File: src/rtl/mest_pro_pkg.sv
// Shared definitions for the MESTPro instruction sequencer: default field
// widths, the sequencer state encoding and small helper functions.
package mest_pro_pkg;

  localparam int DEF_OPCODE_W    = 8;
  localparam int DEF_OPA_W       = 8;
  localparam int DEF_OPB_W       = 8;
  localparam int DEF_PC_W        = 8;
  localparam int DEF_STACK_DEPTH = 4;

  typedef enum logic [2:0] {
    ST_IDLE     = 3'd0,
    ST_FETCH    = 3'd1,
    ST_ISSUE    = 3'd2,
    ST_WAIT     = 3'd3,
    ST_MEM_WAIT = 3'd4,
    ST_HALT     = 3'd5,
    ST_ERROR    = 3'd6
  } state_t;

  // Output flags that are a pure function of the state being entered.
  typedef struct packed {
    logic pm_req;
    logic execute;
    logic busy;
    logic halted;
    logic error;
  } ctrl_flags_t;

  // Flag pattern to register alongside a transition into state s.
  function automatic ctrl_flags_t state_flags(input state_t s);
    ctrl_flags_t f;
    f.pm_req  = (s == ST_FETCH);
    f.execute = (s == ST_ISSUE);
    f.busy    = (s == ST_FETCH) || (s == ST_ISSUE) || (s == ST_WAIT) || (s == ST_MEM_WAIT);
    f.halted  = (s == ST_HALT);
    f.error   = (s == ST_ERROR);
    return f;
  endfunction

  // Saturating increment for the retired-instruction counter.
  function automatic logic [15:0] sat_inc16(input logic [15:0] v);
    return (v == 16'hFFFF) ? v : (v + 16'd1);
  endfunction

endpackage

File: src/rtl/mest_pro_ret_stack.sv
// Return-address LIFO for call/return. Pointer runs 0..DEPTH; storage is
// written synchronously and is not reset (an empty stack is never read).
module mest_pro_ret_stack
  import mest_pro_pkg::*;
#(
  parameter int DEPTH = DEF_STACK_DEPTH,
  parameter int W     = DEF_PC_W
) (
  input  logic         clk,
  input  logic         i_reset_n,
  input  logic         clear,
  input  logic         push,
  input  logic         pop,
  input  logic [W-1:0] push_data,
  output logic [W-1:0] pop_data,
  output logic         full,
  output logic         empty
);

  localparam int AW = $clog2(DEPTH);
  localparam int PW = AW + 1;

  logic [W-1:0]  mem_r [DEPTH];
  logic [PW-1:0] ptr_r;
  logic [PW-1:0] top_s;

  assign top_s    = ptr_r - {{AW{1'b0}}, 1'b1};
  assign pop_data = mem_r[top_s[AW-1:0]];
  assign full     = (ptr_r == PW'(DEPTH));
  assign empty    = (ptr_r == {PW{1'b0}});

  // Stack pointer: cleared on restart, moves one step per push or pop.
  always_ff @(posedge clk or negedge i_reset_n) begin
    if (!i_reset_n) begin
      ptr_r <= {PW{1'b0}};
    end else if (clear) begin
      ptr_r <= {PW{1'b0}};
    end else if (push && !full) begin
      ptr_r <= ptr_r + {{AW{1'b0}}, 1'b1};
    end else if (pop && !empty) begin
      ptr_r <= top_s;
    end
  end

  // Entry storage: write the pushed return address at the current pointer.
  always_ff @(posedge clk) begin
    if (push && !full && !clear) begin
      mem_r[ptr_r[AW-1:0]] <= push_data;
    end
  end

endmodule

File: src/rtl/mest_pro_ctrl.sv
// MESTPro instruction sequencer: fetches from program memory, issues the
// instruction to the execute stage, and applies its control flags to the PC
// and the return-address stack.
module mest_pro_ctrl
  import mest_pro_pkg::*;
#(
  parameter int OPCODE_W    = DEF_OPCODE_W,
  parameter int OPA_W       = DEF_OPA_W,
  parameter int OPB_W       = DEF_OPB_W,
  parameter int PC_W        = DEF_PC_W,
  parameter int STACK_DEPTH = DEF_STACK_DEPTH
) (
  input  logic                          clk,
  input  logic                          i_reset_n,
  input  logic                          i_start,
  output logic                          o_pm_req,
  output logic [PC_W-1:0]               o_pm_addr,
  input  logic                          i_pm_ack,
  input  logic [OPCODE_W+OPA_W+OPB_W-1:0] i_pm_data,
  output logic                          o_execute,
  output logic [OPCODE_W-1:0]           o_op_code,
  output logic [OPA_W-1:0]              o_operand1,
  output logic [OPB_W-1:0]              o_operand2,
  input  logic                          i_exec_done,
  input  logic                          i_jump,
  input  logic                          i_return_pc,
  input  logic                          i_end_of_code,
  input  logic                          i_mm_select,
  input  logic                          i_mem_ready,
  output logic [PC_W-1:0]               o_pc,
  output logic                          o_busy,
  output logic                          o_halted,
  output logic                          o_error,
  output logic [15:0]                   o_instr_count
);

  // Instruction word layout {opcode, opA, opB}, MSB first.
  localparam int OPA_LSB    = OPB_W;
  localparam int OPCODE_LSB = OPA_W + OPB_W;

  state_t              state_r;
  ctrl_flags_t         flags_r;
  logic [PC_W-1:0]     pc_r;
  logic [OPCODE_W-1:0] opcode_r;
  logic [OPA_W-1:0]    opa_r;
  logic [OPB_W-1:0]    opb_r;
  logic [15:0]         count_r;

  logic            start_ok_s;
  logic            done_s;
  logic            push_s;
  logic            pop_s;
  logic            full_s;
  logic            empty_s;
  logic [PC_W-1:0] pc_plus1_s;
  logic [PC_W-1:0] pop_data_s;

  assign start_ok_s = i_start && ((state_r == ST_IDLE) || (state_r == ST_HALT) || (state_r == ST_ERROR));
  assign done_s     = (state_r == ST_WAIT) && i_exec_done;
  assign pc_plus1_s = pc_r + {{(PC_W-1){1'b0}}, 1'b1};
  // Flag priority end_of_code > jump > return means push and pop never coincide.
  assign push_s     = done_s && !i_end_of_code && i_jump && !full_s;
  assign pop_s      = done_s && !i_end_of_code && !i_jump && i_return_pc && !empty_s;

  mest_pro_ret_stack #(
    .DEPTH (STACK_DEPTH),
    .W     (PC_W)
  ) u_ret_stack (
    .clk       (clk),
    .i_reset_n (i_reset_n),
    .clear     (start_ok_s),
    .push      (push_s),
    .pop       (pop_s),
    .push_data (pc_plus1_s),
    .pop_data  (pop_data_s),
    .full      (full_s),
    .empty     (empty_s)
  );

  // Sequencer FSM: state, PC, instruction register, retire counter and flags.
  always_ff @(posedge clk or negedge i_reset_n) begin
    if (!i_reset_n) begin
      state_r  <= ST_IDLE;
      flags_r  <= 5'b0;
      pc_r     <= {PC_W{1'b0}};
      opcode_r <= {OPCODE_W{1'b0}};
      opa_r    <= {OPA_W{1'b0}};
      opb_r    <= {OPB_W{1'b0}};
      count_r  <= 16'd0;
    end else begin
      case (state_r)
        ST_IDLE, ST_HALT, ST_ERROR: begin
          if (i_start) begin
            state_r <= ST_FETCH;
            flags_r <= state_flags(ST_FETCH);
            pc_r    <= {PC_W{1'b0}};
            count_r <= 16'd0;
          end
        end
        ST_FETCH: begin
          if (i_pm_ack) begin
            opcode_r <= i_pm_data[OPCODE_LSB +: OPCODE_W];
            opa_r    <= i_pm_data[OPA_LSB +: OPA_W];
            opb_r    <= i_pm_data[0 +: OPB_W];
            state_r  <= ST_ISSUE;
            flags_r  <= state_flags(ST_ISSUE);
          end
        end
        ST_ISSUE: begin
          state_r <= ST_WAIT;
          flags_r <= state_flags(ST_WAIT);
        end
        ST_WAIT: begin
          if (i_exec_done) begin
            if (i_end_of_code) begin
              state_r <= ST_HALT;
              flags_r <= state_flags(ST_HALT);
              count_r <= sat_inc16(count_r);
            end else if (i_jump) begin
              if (full_s) begin
                state_r <= ST_ERROR;
                flags_r <= state_flags(ST_ERROR);
              end else begin
                pc_r    <= opa_r[PC_W-1:0];
                state_r <= ST_FETCH;
                flags_r <= state_flags(ST_FETCH);
                count_r <= sat_inc16(count_r);
              end
            end else if (i_return_pc) begin
              if (empty_s) begin
                state_r <= ST_ERROR;
                flags_r <= state_flags(ST_ERROR);
              end else begin
                pc_r    <= pop_data_s;
                state_r <= ST_FETCH;
                flags_r <= state_flags(ST_FETCH);
                count_r <= sat_inc16(count_r);
              end
            end else if (i_mm_select) begin
              state_r <= ST_MEM_WAIT;
              flags_r <= state_flags(ST_MEM_WAIT);
              count_r <= sat_inc16(count_r);
            end else begin
              pc_r    <= pc_plus1_s;
              state_r <= ST_FETCH;
              flags_r <= state_flags(ST_FETCH);
              count_r <= sat_inc16(count_r);
            end
          end
        end
        ST_MEM_WAIT: begin
          if (i_mem_ready) begin
            pc_r    <= pc_plus1_s;
            state_r <= ST_FETCH;
            flags_r <= state_flags(ST_FETCH);
          end
        end
        default: begin
          state_r <= ST_IDLE;
          flags_r <= state_flags(ST_IDLE);
        end
      endcase
    end
  end

  assign o_pm_req      = flags_r.pm_req;
  assign o_execute     = flags_r.execute;
  assign o_busy        = flags_r.busy;
  assign o_halted      = flags_r.halted;
  assign o_error       = flags_r.error;
  assign o_pm_addr     = pc_r;
  assign o_pc          = pc_r;
  assign o_op_code     = opcode_r;
  assign o_operand1    = opa_r;
  assign o_operand2    = opb_r;
  assign o_instr_count = count_r;

endmodule
File: config.mk
export PLATFORM = sky130hd
export DESIGN_NAME = mest_pro_ctrl
export DESIGN_NICKNAME = d
export VERILOG_FILES = /design/src/rtl/mest_pro_pkg.sv /design/src/rtl/mest_pro_ret_stack.sv /design/src/rtl/mest_pro_ctrl.sv
export SDC_FILE = /design/constraint.sdc
export NUM_CORES = 1
export LEC_CHECK = 0
export ABC_AREA = 1
export CAP_MARGIN = 25
export CELL_PAD_IN_SITES_DETAIL_PLACEMENT = 1
export CELL_PAD_IN_SITES_GLOBAL_PLACEMENT = 2
export CORE_UTILIZATION = 25
export CTS_CLUSTER_SIZE = 8
export DETAILED_ROUTE_END_ITERATION = 10
export GPL_ROUTABILITY_DRIVEN = 0
export PLACE_DENSITY = 0.76
export SYNTH_ARGS = -nofsm -noshare
export SYNTH_HDL_FRONTEND = slang
export SYNTH_HIERARCHICAL = 1
export SYNTH_SLANG_ARGS = --single-unit
File: constraint.sdc
create_clock -name clk -period 5.8 [get_ports clk]
set_clock_uncertainty 0.1 [all_clocks]
set_input_delay 1.16 -clock clk [delete_from_list [all_inputs] [get_ports clk]]
set_output_delay 1.16 -clock clk [all_outputs]
set_load 0.01 [all_outputs]
### Word-level counts from Yosys, hierarchy flattened

Memory sizes are Yosys's and may differ from the RTL's.
Cells that the tools add are included.

* flip-flop bits (word level): 59
* memory bits (writable): 32
* output and inout port bits: 61
* logic and storage cells: 109
* memories kept: 1

* $add $sub $neg: 4
* equal/unequal tests: 18
* mux-type cells: 46
* reductions and logical operators: 28

Memories
* u_ret_stack.mem_r: words 4, bits a word 8, read ports 1, clocked after memory_dff 0, write ports 1, line mest_pro_ret_stack.sv:23 `logic [W-1:0] mem_r [DEPTH];`

Operators with widths (count)
* two-way mux 16 bit: 8
* two-way mux 8 bit: 9
* two-way mux 5 bit: 10
* two-way mux 3 bit: 13
* case mux 16 bit (2 select lines): 1
* case mux 5 bit (5 select lines): 1
* case mux 8 bit (3 select lines): 1
* adder 16 x 1 -> 16 bit, second input constant: 1
* == test 16 bit, second input constant: 1
* case mux 3 bit (5 select lines): 1
* == test 3 bit, second input constant: 4
* inequality test 4 bit, second input constant: 3
* logical AND 1 bit: 11
* inequality test 2 bit, second input constant: 5
* adder 8 x 1 -> 8 bit, second input constant: 1
* AND reduction 8 bit: 1
* == test 3 x 2 -> 1 bit, second input constant: 2
* logical NOT 3 bit: 2
* nonzero test 3 bit: 2
* logical NOT 1 bit: 5
* inequality test 5 bit, second input constant: 1
* AND reduction 5 bit: 1
* AND reduction 4 bit: 1
* adder 3 x 1 -> 3 bit, second input constant: 1
* other kinds (8): 10

### Depth between registers and ports, before layout

Gate-level depths: netlist (run 1).

* depth in word-level cells: 10
* depth in mapped cells: 15

### By module

The synthesis (run 1) kept the hierarchy.

By module, submodules not included
* mest_pro_ctrl: times used 1, cells an instance 441, area an instance 3335.7 um^2
* mest_pro_ret_stack: times used 1, cells an instance 124, area an instance 1502.7 um^2

### Least setup slack after synthesis (run 1)

No wires, ideal clock.

* path type: in2reg
* from: input i_end_of_code
* to: memory u_ret_stack/mem_r[2][0] (netlist name) (enable)
* setup time: 371 ps
* arrival time: 2019 ps
* data required time: 5329 ps
* path slack: 3310 ps
* stages on the path: 5
* cell sequence: inv_1 -> nand3_1 -> nor2_1 -> nand3_2 -> nor2_1

* longest elaborated chain between the ends: 8

Ends and longest elaborated chain
* from (decl): line mest_pro_ctrl.sv:27 `input logic i_end_of_code,`
* logical NOT 1 bit: line mest_pro_ctrl.sv:62 `assign push_s = done_s && !i_end_of_code && i_jump && !full_s;`
* logical AND 1 bit (3 in series): line mest_pro_ctrl.sv:62
* named net push_s: line mest_pro_ctrl.sv:51 `logic push_s;`
* logical AND 1 bit (2 in series): line mest_pro_ret_stack.sv:47 `if (push && !full && !clear) begin`
* two-way mux 1 bit: line mest_pro_ret_stack.sv:47
* two-way mux 1 bit (not written as such): line mest_pro_ret_stack.sv:48 `mem_r[ptr_r[AW-1:0]] <= push_data;`
* to (decl): line mest_pro_ret_stack.sv:23

The timed path passes the listed nets, and every way through them passes these cells.

### Worst setup path in the final report (run 1)

* from: register u_ret_stack.ptr_r[0]
* to: memory u_ret_stack/mem_r[3][5] (netlist name) (enable)

* longest elaborated chain between the ends: 7

Ends and longest elaborated chain
* from (decl): line mest_pro_ret_stack.sv:24 `logic [PW-1:0] ptr_r;`
* from (signal assigned): line mest_pro_ret_stack.sv:35 `ptr_r <= {PW{1'b0}};`
* from (signal assigned): line mest_pro_ret_stack.sv:37 `ptr_r <= {PW{1'b0}};`
* from (signal assigned): line mest_pro_ret_stack.sv:39 `ptr_r <= ptr_r + {{AW{1'b0}}, 1'b1};`
* == test 3 bit: line mest_pro_ret_stack.sv:29 `assign full = (ptr_r == PW'(DEPTH));`
* named net full_s: line mest_pro_ctrl.sv:53 `logic full_s;`
* logical NOT 1 bit: line mest_pro_ctrl.sv:62
* logical AND 1 bit: line mest_pro_ctrl.sv:62
* named net push_s: line mest_pro_ctrl.sv:51
* logical AND 1 bit (2 in series): line mest_pro_ret_stack.sv:47
* two-way mux 1 bit: line mest_pro_ret_stack.sv:47
* two-way mux 1 bit (not written as such): line mest_pro_ret_stack.sv:48

The timed path passes the listed nets, and every way through them passes these cells.

==> results of run 1 <==
[worst max path at each step]
stage / depth (start not counted) / slack [ns] / to
floorplan: 5 / 3.31 / u_ret_stack/mem_r[2][0]
global placement: 9 / 2.50 / o_pc[5]
detailed placement: 5 / 2.48 / u_ret_stack/mem_r[0][2]
CTS: 9 / 2.72 / u_ret_stack/mem_r[0][2]
global route: 9 / 2.48 / u_ret_stack/mem_r[0][2]
finish: 9 / 2.72 / u_ret_stack/mem_r[3][5]
[cell type report]
| cell class | count | area, sq um | share of cell area |
|---|---|---|---|
| Clock buffer | 11 | 233 | 0.0373 |
| Multi-Input combinational cell | 396 | 2040 | 0.326 |
| Tap cell | 260 | 325 | 0.0522 |
| Inverter | 58 | 218 | 0.0349 |
| Clock inverter | 5 | 36.3 | 0.00582 |
| Timing Repair Buffer | 96 | 951 | 0.152 |
| Sequential cell | 91 | 2440 | 0.391 |
[flip-flops by register name, summed over array words and instances (netlist names)]
name	count
u_ret_stack/mem_r	32
o_busy	1
o_pm_req	1
o_operand2	8
u_ret_stack/ptr_r	3
o_error	1
o_instr_count	16
o_execute	1
o_op_code	8
o_operand1	8
state_r	3
o_pc	8
o_halted	1
[per-layer routing]
metal	vias to the layer above	global-route usage	wire length [um]
met5	-	0	0
met4	0	0.0429	136
met3	12	0.0411	734
met2	80	0.264	7170
met1	2008	0.179	6220
li1	1995	-	-
[critical path, stage by stage, from the launching register on]
cell,delay [ns]
dfrtp_1,0.73
inv_2,0.30
ha_1,0.35
nand2_2,0.13
inv_1,0.04
inv_1,0.04
nand2_1,0.06
nor2_1,0.21
nand3_2,0.18
nor2_1,0.57
[cells in the mapped netlist (all sizes together)]
cell / number
nand2: 169
nor2: 75
dfrtp: 59
inv: 57
o21ai: 42
nand3: 35
edfxtp: 32
mux2: 20
buf: 18
nand4: 11
o22ai: 11
ha: 7
xor2: 7
a21oi: 5
xnor2: 4
or2: 3
clkbuf: 2
o221ai: 2
a21boi: 1
and2: 1
clkinv: 1
nor3: 1
o211ai: 1
o21bai: 1
[kinds of logic (layout without fill, tap and decap cells)]
logic type / Yosys count / count (layout) / synth area share
adder cells (fa/ha/maj): 7 / 7 / 0.0181
multiplexers: 20 / 20 / 0.0465
flip-flops: 91 / 91 / 0.504
buffers and inverters: 78 / 170 / 0.0755
AND/OR/NAND/NOR: 295 / 295 / 0.264
XOR/XNOR: 11 / 11 / 0.0199
AO/OA/AOI/OAI: 63 / 63 / 0.0727
[placed cells by master (no fill, tap or decap), types with 3 or more instances in the layout]
master           count
xnor2_1              4
nand4_1             10
nand3_1             30
nor2_2               3
o22ai_1             11
nand2_2              3
or2_2                3
ha_1                 7
inv_1               54
o21ai_1              8
dfrtp_1             59
clkdlybuf4s50_1     93
mux2_2              20
nand2_1            165
inv_6                3
xor2_1               7
clkbuf_16            9
a21oi_1              4
nand3_2              5
inv_2                3
nor2_1              69
edfxtp_1            32
o21ai_0             33
[power by group]
| group | total [mW] | internal (mW) | switching (mW) |
|---|---|---|---|
| Clock | 0.557 | 0.294 | 0.263 |
| Sequential | 0.973 | 0.826 | 0.147 |
| Combinational | 1.26 | 0.522 | 0.734 |
==> impl_metrics.prom, run 1 <==
# TYPE chip_impl_metric gauge
chip_impl_info{name="result_of_the_run",value="finished, final reports clean"} 1
chip_impl_metric{name="numPlacedInstances",unit=""} 901
chip_impl_metric{name="synth-seq-area-share",unit=""} 0.504
chip_impl_metric{name="fillers",unit=""} 2232
chip_impl_metric{name="detailed_routing_iteration_count_for_the_pre_antenna_repair_pass",unit=""} 4
chip_impl_metric{name="syn_to_final_growth",unit="%"} 28.9
chip_impl_metric{name="timing.final.crit_share",unit=""} 0.531
chip_impl_info{name="holdPathEnd",value="o_execute"} 1
chip_impl_metric{name="layout.cells.non_filler",unit=""} 917
chip_impl_info{name="critical_path.reg2reg.startpoint",value="u_ret_stack/ptr_r[0]"} 1
chip_impl_info{name="rsz_0062_raised_after_global_routing",value="false"} 1
chip_impl_metric{name="post_syn_instances",unit=""} 565
chip_impl_info{name="hold_path.startpoint",value="o_execute"} 1
chip_impl_metric{name="detail-route-antenna-nets",unit=""} 0
chip_impl_info{name="hold_path_class",value="flip-flop to flip-flop"} 1
chip_impl_metric{name="synth_top_area_share",unit=""} 0.305
chip_impl_info{name="cts-root-buf",value="clkbuf_16"} 1
chip_impl_metric{name="stdcell_area",unit="sq um"} 6240
chip_impl_metric{name="drc",unit=""} 0
chip_impl_metric{name="worstPathArrival",unit="ns"} 2.96
chip_impl_metric{name="static-leakage-power",unit="nW"} 2.68
chip_impl_metric{name="fin_crit",unit="ns"} 3.08
chip_impl_metric{name="finalHoldViolations",unit=""} 0
chip_impl_metric{name="wire_per_inst",unit="um"} 15.6
chip_impl_metric{name="synth.distinct_cells",unit=""} 38
chip_impl_metric{name="area_inside_the_core_boundary",unit="sq um"} 18800
chip_impl_metric{name="num_io_pins",unit=""} 95
chip_impl_metric{name="max-cap-violations",unit=""} 0
chip_impl_metric{name="crit_path_max_fanout",unit=""} 21
chip_impl_info{name="worst_setup_path_startpoint",value="u_ret_stack/ptr_r[0]"} 1
chip_impl_metric{name="ir_worst_vdd",unit="mV"} 0.162
chip_impl_metric{name="cts_num_sinks",unit=""} 91
chip_impl_metric{name="worst_hold_slack",unit="ns"} 0.383
chip_impl_metric{name="finalPower",unit="mW"} 2.79
chip_impl_metric{name="timing.final.max_slew_violations",unit=""} 0
chip_impl_metric{name="final-setup-viol-count",unit=""} 0
chip_impl_info{name="clock_tree_from_tritoncts",value="built"} 1
chip_impl_metric{name="max_freq",unit="GHz"} 0.325
chip_impl_metric{name="max_slew_margin",unit=""} 0.457
chip_impl_metric{name="worstPathRequired",unit="ns"} 5.68
chip_impl_metric{name="cts-buffers-inserted",unit=""} 9
chip_impl_metric{name="dieArea",unit="sq um"} 19900
chip_impl_metric{name="fin_nets",unit=""} 693
chip_impl_metric{name="die_w",unit="um"} 141
chip_impl_metric{name="finalSetupTns",unit="ns"} 0
chip_impl_metric{name="detail_route.iter0.violations",unit=""} 136
chip_impl_metric{name="antenna_found_initial",unit=""} 0
chip_impl_metric{name="synth_fp_nets",unit=""} 606
chip_impl_metric{name="clockBufferDepth",unit=""} 2
chip_impl_metric{name="antenna_cells_inserted",unit=""} 0
chip_impl_info{name="timing.critical_path.from_type",value="flip-flop"} 1
chip_impl_metric{name="dr_total_vias",unit=""} 4095
chip_impl_metric{name="num_rows",unit=""} 50
chip_impl_metric{name="avgSynthCellArea",unit="sq um"} 8.56
chip_impl_metric{name="grt_pass1_vias",unit=""} 4324
chip_impl_metric{name="cts.htree.levels",unit=""} 3
chip_impl_metric{name="path_clk_slew",unit="ns"} 0.06
chip_impl_metric{name="timing.final.ws_setup",unit="ns"} 2.72
chip_impl_metric{name="post-cts-setup-buffers",unit=""} 0
chip_impl_metric{name="detailed_place.area",unit="sq um"} 5970
chip_impl_metric{name="avgViaCountPerCell",unit=""} 4.47
chip_impl_metric{name="port_buffers",unit=""} 94
chip_impl_info{name="synth_area_leaders",value="dfrtp_1, edfxtp_1, nand2_1"} 1
chip_impl_metric{name="wire_length_of_the_first_global_routing_pass",unit="um"} 23000
chip_impl_metric{name="post_synth_instance_area",unit="sq um"} 4840
chip_impl_metric{name="grt_max_degree",unit=""} 60
chip_impl_metric{name="reg2reg_setup_slack",unit="ns"} 2.72
chip_impl_info{name="critical_path_class",value="flip-flop to flip-flop"} 1
chip_impl_metric{name="hpwl",unit="um"} 10700
chip_impl_metric{name="post_cts.resized_instances",unit=""} 0
chip_impl_metric{name="routed_wirelength",unit="um"} 14300
chip_impl_info{name="synth_largest_area_cell",value="dfrtp_1"} 1
chip_impl_metric{name="power_per_cell_area",unit="nW/um^2"} 447
chip_impl_metric{name="holdPathStages",unit=""} 2
chip_impl_metric{name="dpl_worst_slack",unit="ns"} 2.48
chip_impl_metric{name="cts.hold.buffers_added",unit=""} 0
chip_impl_metric{name="worst_r2r_path_depth",unit=""} 9
chip_impl_metric{name="initial_core_utilization",unit=""} 0.257
chip_impl_metric{name="overflow",unit=""} 0
chip_impl_metric{name="die_y",unit="um"} 141
chip_impl_info{name="critPathCaptureType",value="flip-flop"} 1
chip_impl_metric{name="worstSkewPairLatency",unit="ns"} 0.35
chip_impl_metric{name="post-route-util",unit=""} 0.331
chip_impl_metric{name="synth-warning-count",unit=""} 6
chip_impl_metric{name="ys_ff_latch",unit=""} 91
chip_impl_metric{name="drive_above_1_share",unit=""} 0.0928
chip_impl_metric{name="gr-usage-all-layers",unit=""} 0.151
chip_impl_info{name="timing.rr.end",value="u_ret_stack/mem_r[3][5]"} 1
chip_impl_metric{name="tightest_slew",unit="ns"} 0.815
Power figures use the tool's default switching activity.
==> run 2, diff against run 1 <==
PLACE_DENSITY = 0.79   (was 0.76)
clock period = 2.7 ns   (was 5.8 ns; I/O delays follow)
==> impl_metrics.prom, run 2 (synthesis gave the netlist of run 1 again) <==
# TYPE chip_impl_metric gauge
chip_impl_metric{name="port_buffers",unit=""} 94
chip_impl_metric{name="cts-buffers-inserted",unit=""} 9
chip_impl_metric{name="num_rows",unit=""} 50
chip_impl_metric{name="clkPwrFrac",unit=""} 0.215
chip_impl_info{name="slowest_stage",value="dfrtp_1"} 1
chip_impl_metric{name="hpwl",unit="um"} 10700
chip_impl_metric{name="timing.final.max_slew_violations",unit=""} 0
chip_impl_metric{name="combinational_fraction_of_design_power",unit=""} 0.453
chip_impl_metric{name="grt_pass1_vias",unit=""} 4446
chip_impl_info{name="most-common-layout-cells",value="nand2_1, clkdlybuf4s50_1, nor2_1"} 1
chip_impl_metric{name="clockBufferDepth",unit=""} 2
chip_impl_metric{name="max_stage_delay",unit="ns"} 0.42
chip_impl_info{name="result_of_the_run",value="finished, final reports clean"} 1
chip_impl_metric{name="stdcell_area",unit="sq um"} 6350
chip_impl_metric{name="antenna_cells_inserted",unit=""} 0
chip_impl_metric{name="cts.htree.levels",unit=""} 3
chip_impl_metric{name="internal_cell_power",unit="mW"} 3.70
chip_impl_metric{name="path_clk_slew",unit="ns"} 0.07
chip_impl_metric{name="detailed_routing_iteration_count_for_the_pre_antenna_repair_pass",unit=""} 4
chip_impl_metric{name="area_inside_the_core_boundary",unit="sq um"} 18800
chip_impl_metric{name="initial_core_utilization",unit=""} 0.257
chip_impl_metric{name="max_slew_margin",unit=""} 0.454
chip_impl_metric{name="num_io_pins",unit=""} 95
chip_impl_metric{name="tightest_slew",unit="ns"} 0.818
chip_impl_info{name="worst_setup_path_startpoint",value="u_ret_stack/ptr_r[1]"} 1
chip_impl_info{name="cp_common_cell",value="nand2_1"} 1
chip_impl_metric{name="cts_num_sinks",unit=""} 91
chip_impl_info{name="rsz_0062_raised_after_global_routing",value="false"} 1
chip_impl_metric{name="power_per_cell_area",unit="nW/um^2"} 973
chip_impl_metric{name="netSwitchingPower",unit="mW"} 2.47
chip_impl_info{name="clock_tree_from_tritoncts",value="built"} 1
chip_impl_info{name="timing.critical_path.from_type",value="flip-flop"} 1
chip_impl_metric{name="final-setup-viol-count",unit=""} 0
chip_impl_metric{name="seq_area",unit="sq um"} 2440
chip_impl_metric{name="worstPathArrival",unit="ns"} 2.42
chip_impl_metric{name="fin_nets",unit=""} 703
chip_impl_metric{name="overflow",unit=""} 0
chip_impl_metric{name="power_switching_share",unit=""} 0.400
chip_impl_metric{name="max-cap-violations",unit=""} 0
chip_impl_metric{name="ir_worst_vdd",unit="mV"} 0.390
chip_impl_metric{name="post-cts-setup-buffers",unit=""} 0
chip_impl_info{name="mostFrequentLayoutCell",value="nand2_1"} 1
chip_impl_info{name="critical_path.reg2reg.startpoint",value="u_ret_stack/ptr_r[1]"} 1
chip_impl_metric{name="post_cts.resized_instances",unit=""} 0
chip_impl_metric{name="detail-route-antenna-nets",unit=""} 0
chip_impl_metric{name="p_seq_frac",unit=""} 0.332
chip_impl_metric{name="wire_per_inst",unit="um"} 15.1
chip_impl_metric{name="largest_register_ff_count",unit=""} 32
chip_impl_info{name="cp_top_family",value="simple AND/OR/NAND/NOR gates"} 1
chip_impl_metric{name="max_freq",unit="GHz"} 0.439
chip_impl_metric{name="worst-path-buf-inv",unit=""} 2
chip_impl_metric{name="dr_total_vias",unit=""} 4162
chip_impl_metric{name="routed_wirelength",unit="um"} 14000
chip_impl_metric{name="worstPathRequired",unit="ns"} 2.84
chip_impl_metric{name="worstSkewPairLatency",unit="ns"} 0.35
chip_impl_metric{name="gr-usage-all-layers",unit=""} 0.150
chip_impl_metric{name="finalPower",unit="mW"} 6.17
chip_impl_metric{name="antenna_found_initial",unit=""} 0
chip_impl_metric{name="post-route-util",unit=""} 0.337
chip_impl_info{name="hold_path_class",value="input pin to async pin"} 1
chip_impl_metric{name="multi_input_area",unit="sq um"} 2040
chip_impl_metric{name="cts.hold.buffers_added",unit=""} 0
chip_impl_metric{name="finalSetupTns",unit="ns"} 0
chip_impl_metric{name="drive_above_1_share",unit=""} 0.108
chip_impl_info{name="cts-root-buf",value="clkbuf_16"} 1
chip_impl_metric{name="static-leakage-power",unit="nW"} 2.76
chip_impl_metric{name="timing.final.crit_share",unit=""} 0.844
chip_impl_metric{name="detailed_place.area",unit="sq um"} 6040
chip_impl_metric{name="fin_crit",unit="ns"} 2.28
chip_impl_metric{name="grt_max_degree",unit=""} 60
chip_impl_metric{name="wire_length_of_the_first_global_routing_pass",unit="um"} 23200
chip_impl_metric{name="fillers",unit=""} 2211
chip_impl_metric{name="detail_route.iter0.violations",unit=""} 165
chip_impl_metric{name="die_w",unit="um"} 141
chip_impl_info{name="worstPathCellList",value="inv_1 -> ha_1 -> nand2_1 -> inv_1 -> nand2_1 -> nand2_1 -> nand2_1 -> nand2_1 -> nor2_1 -> nor2_2 -> nor2_4 -> nand2_1 -> o21ai_1"} 1
chip_impl_metric{name="drc",unit=""} 0
chip_impl_info{name="critical_path_class",value="flip-flop to flip-flop"} 1
chip_impl_metric{name="crit_path_max_fanout",unit=""} 9
chip_impl_metric{name="finalHoldViolations",unit=""} 0
chip_impl_metric{name="avgViaCountPerCell",unit=""} 4.49
chip_impl_info{name="critPathCaptureType",value="flip-flop"} 1
chip_impl_metric{name="die_y",unit="um"} 141
chip_impl_metric{name="dieArea",unit="sq um"} 19900
chip_impl_metric{name="syn_to_final_growth",unit="%"} 31.2
run 2: worst paths after layout:
check	endpoint	slack [ns]	cells after the start
worst max register to register	o_pc[3]	0.42	13
worst min register to register	o_execute	0.39	2
min in group clk	o_execute	0.39	2
worst max-delay path	o_pc[3]	0.42	13
worst min-delay path	o_instr_count[13]	0.26	2
max in group asynchronous	o_operand1[3]	1.70	2
run 2: worst register-to-register path, cell delays in order (launching register included):
cell	delay [ns]
dfrtp_1	0.42
inv_1	0.14
ha_1	0.27
nand2_1	0.10
inv_1	0.08
nand2_1	0.05
nand2_1	0.06
nand2_1	0.11
nand2_1	0.12
nor2_1	0.06
nor2_2	0.34
nor2_4	0.15
nand2_1	0.11
o21ai_1	0.06
run 2: stage by stage:
step           cells  setup WS, ns  hold slack [ns]
6_report         927         0.421            0.263
5_1_grt          927         0.199            0.347
2_1_floorplan    565         0.370            0.144
3_3_place_gp     911         0.209            0.361
4_1_cts          927         0.401            0.294
3_5_place_dp     911         0.188            0.380
run 2: power groups by stage:
| stage | clock network, mW | registers, mW | logic (mW) |
|---|---|---|---|
| 6_report | 1.33 | 2.05 | 2.80 |
| 3_3_place_gp | 0 | 2.07 | 2.76 |
| 4_1_cts | 1.38 | 2.06 | 2.84 |
| 3_5_place_dp | 0 | 2.08 | 2.82 |
| 5_1_grt | 1.42 | 2.10 | 3.08 |
| 2_1_floorplan | 0 | 2.12 | 1.60 |
run 2: cell type report:
type / instances / share of cell area
multi-input cells: 396 / 0.321
well taps: 260 / 0.0513
repair buffers: 106 / 0.162
clock inverters: 6 / 0.0120
clock buffers: 10 / 0.0361
flip-flops and latches: 91 / 0.384
inverters: 58 / 0.0343
run 2: per-layer routing:
layer | vias to the layer above | GRT usage | routed length [um]
li1 | 2022 | - | -
met1 | 2038 | 0.187 | 6240
met2 | 87 | 0.254 | 6860
met3 | 15 | 0.0350 | 672
met4 | 0 | 0.0498 | 209
met5 | - | 0 | 0
==> run 3, diff against run 2 <==
clock period = 1.8 ns   (was 2.7 ns; I/O delays follow)
==> impl_metrics.prom, run 3 (synthesis gave the netlist of run 1 again) <==
# TYPE chip_impl_metric gauge
chip_impl_metric{name="antenna_found_initial",unit=""} 1
chip_impl_info{name="timing.rr.end",value="o_pc[4]"} 1
chip_impl_info{name="rsz_0062_raised_after_global_routing",value="true"} 1
chip_impl_info{name="mostFrequentLayoutCell",value="nand2_1"} 1
chip_impl_metric{name="grt_pass1_vias",unit=""} 4977
chip_impl_metric{name="detailed_place.area",unit="sq um"} 6480
chip_impl_info{name="hold_path_class",value="input pin to async pin"} 1
chip_impl_metric{name="cts-buffers-inserted",unit=""} 9
chip_impl_metric{name="tightest_slew",unit="ns"} 0.391
chip_impl_info{name="cts-root-buf",value="clkbuf_16"} 1
chip_impl_metric{name="finalSetupTns",unit="ns"} -0.0987
chip_impl_info{name="most-common-layout-cells",value="nand2_1, buf_4, clkdlybuf4s50_1"} 1
chip_impl_metric{name="die_y",unit="um"} 141
chip_impl_metric{name="max_slew_margin",unit=""} 0.739
chip_impl_metric{name="drive_above_1_share",unit=""} 0.311
chip_impl_metric{name="worstPathRequired",unit="ns"} 1.99
chip_impl_metric{name="num_rows",unit=""} 50
chip_impl_metric{name="final-setup-viol-count",unit=""} 15
chip_impl_metric{name="avgViaCountPerCell",unit=""} 4.47
chip_impl_info{name="critical_path.reg2reg.startpoint",value="u_ret_stack/ptr_r[1]"} 1
chip_impl_metric{name="power_per_cell_area",unit="nW/um^2"} 1460
chip_impl_metric{name="dieArea",unit="sq um"} 19900
chip_impl_info{name="critPathCaptureType",value="flip-flop"} 1
chip_impl_metric{name="layout.cells.non_filler",unit=""} 1003
chip_impl_metric{name="detail_route.iter0.violations",unit=""} 110
chip_impl_metric{name="gr-usage-all-layers",unit=""} 0.168
chip_impl_metric{name="cts.htree.levels",unit=""} 3
chip_impl_metric{name="die_w",unit="um"} 141
chip_impl_info{name="result_of_the_run",value="finished, violations left"} 1
chip_impl_metric{name="drc",unit=""} 0
chip_impl_metric{name="worstSkewPairLatency",unit="ns"} 0.35
chip_impl_metric{name="numPlacedInstances",unit=""} 955
chip_impl_metric{name="wire_length_of_the_first_global_routing_pass",unit="um"} 25700
chip_impl_metric{name="hpwl",unit="um"} 11300
chip_impl_metric{name="ir_worst_vdd",unit="mV"} 0.551
chip_impl_metric{name="reg2reg_setup_slack",unit="ns"} -0.03
chip_impl_metric{name="area_inside_the_core_boundary",unit="sq um"} 18800
chip_impl_metric{name="timing.final.crit_share",unit=""} 1.02
chip_impl_metric{name="routed_wirelength",unit="um"} 16000
chip_impl_metric{name="grt_max_degree",unit=""} 48
chip_impl_metric{name="initial_core_utilization",unit=""} 0.257
chip_impl_metric{name="detail-route-antenna-nets",unit=""} 0
chip_impl_metric{name="fillers",unit=""} 2162
chip_impl_metric{name="fin_nets",unit=""} 779
chip_impl_metric{name="static-leakage-power",unit="nW"} 3.35
chip_impl_metric{name="timing.final.ws_setup",unit="ns"} -0.0294
chip_impl_metric{name="fin_crit",unit="ns"} 1.83
chip_impl_metric{name="max-cap-violations",unit=""} 0
chip_impl_metric{name="antenna_cells_inserted",unit=""} 0
chip_impl_metric{name="wire_per_inst",unit="um"} 15.9
chip_impl_metric{name="finalPower",unit="mW"} 10.7
chip_impl_metric{name="stdcell_area",unit="sq um"} 7330
chip_impl_metric{name="dr_total_vias",unit=""} 4488
chip_impl_metric{name="crit_path_max_fanout",unit=""} 7
chip_impl_metric{name="finalHoldViolations",unit=""} 0
chip_impl_info{name="timing.critical_path.from_type",value="flip-flop"} 1
chip_impl_metric{name="path_clk_slew",unit="ns"} 0.07
chip_impl_metric{name="worstPathArrival",unit="ns"} 2.02
chip_impl_metric{name="num_io_pins",unit=""} 95
chip_impl_metric{name="dpl_worst_slack",unit="ns"} -0.360
chip_impl_metric{name="largest_register_ff_count",unit=""} 32
chip_impl_metric{name="detailed_routing_iteration_count_for_the_pre_antenna_repair_pass",unit=""} 4
chip_impl_metric{name="cts_num_sinks",unit=""} 91
chip_impl_metric{name="overflow",unit=""} 0
chip_impl_info{name="critical_path_class",value="flip-flop to flip-flop"} 1
chip_impl_metric{name="post-route-util",unit=""} 0.389
chip_impl_metric{name="clockBufferDepth",unit=""} 2
chip_impl_metric{name="worst_r2r_path_depth",unit=""} 13
chip_impl_metric{name="timing.final.max_slew_violations",unit=""} 0
chip_impl_metric{name="worst_hold_slack",unit="ns"} 0.354
chip_impl_metric{name="syn_to_final_growth",unit="%"} 51.4
chip_impl_metric{name="port_buffers",unit=""} 94
chip_impl_info{name="clock_tree_from_tritoncts",value="built"} 1
chip_impl_metric{name="max_freq",unit="GHz"} 0.547
chip_impl_info{name="violations",value="negative setup slack"} 1
## run 3: cell count changes in the layout (fill, tap and decap cells not counted), moves of 12 or more
cell             delta
nand2_2            +15
nor2_4             +12
nand2_1            -21
dlygate4sd2_1      +15
buf_4              +59
dfrtp_2            +25
o21ai_0            -19
dfrtp_1            -25
clkdlybuf4s50_1    -23
## run 3: power by group
part,internal (mW),total [mW],switching [mW]
Combinational,2.66,5.79,3.13
Clock,0.961,1.87,0.905
Sequential,2.68,3.03,0.346
Total,6.30,10.7,4.38
## run 3: what timing repair did
| action | in CTS | in global routing |
|---|---|---|
| hold buffers | 1 | 0 |
| hold endpoints to repair | 12 | 0 |
| pin swaps | 20 | 40 |
| setup buffers | 26 | 8 |
| endpoints found under the setup margin | 92 | 78 |
| resized for setup | 70 | 75 |
| gates cloned | 1 | 1 |
## run 3: worst max-delay path by stage
stage                         startpoint                 endpoint  slack, ns  cells after the start
floorplan           u_ret_stack/ptr_r[0]  u_ret_stack/mem_r[0][0]      -0.15                     10
finish              u_ret_stack/ptr_r[1]                  o_pc[4]      -0.03                     13
global placement             i_return_pc                  o_pc[3]      -0.39                      9
global route        u_ret_stack/ptr_r[0]                  o_pc[4]      -0.13                     10
CTS                 u_ret_stack/ptr_r[0]                  o_pc[1]      -0.08                     13
detailed placement           i_return_pc                  o_pc[3]      -0.36                      9
## run 3: metal layers
| layer | vias up | global-route usage | wire (um) |
|---|---|---|---|
| met5 | - | 0 | 0 |
| met4 | 0 | 0.0578 | 284 |
| met3 | 23 | 0.0357 | 676 |
| met2 | 76 | 0.305 | 8410 |
| met1 | 2203 | 0.193 | 6620 |
| li1 | 2186 | - | - |
## run 3: worst max-delay path, cell delays in order (launching register included)
cell and delay, ns:
dfrtp_1 0.40, inv_2 0.09, ha_4 0.17, nand2_4 0.05, inv_2 0.06, nand2_2 0.05, nand2_2 0.08, nand2_4 0.07
nand2_4 0.07, nor2_4 0.04, nor2_4 0.23, buf_6 0.19, o21ai_1 0.08, nand2_1 0.07
## run 3: cell type report
type	instances	area, sq um	area share
clock buffers	9	225	0.0307
clock inverters	7	57.6	0.00786
inverters	58	228	0.0311
multi-input cells	398	2350	0.321
flip-flops and latches	91	2470	0.337
well taps	260	325	0.0444
repair buffers	180	1670	0.228
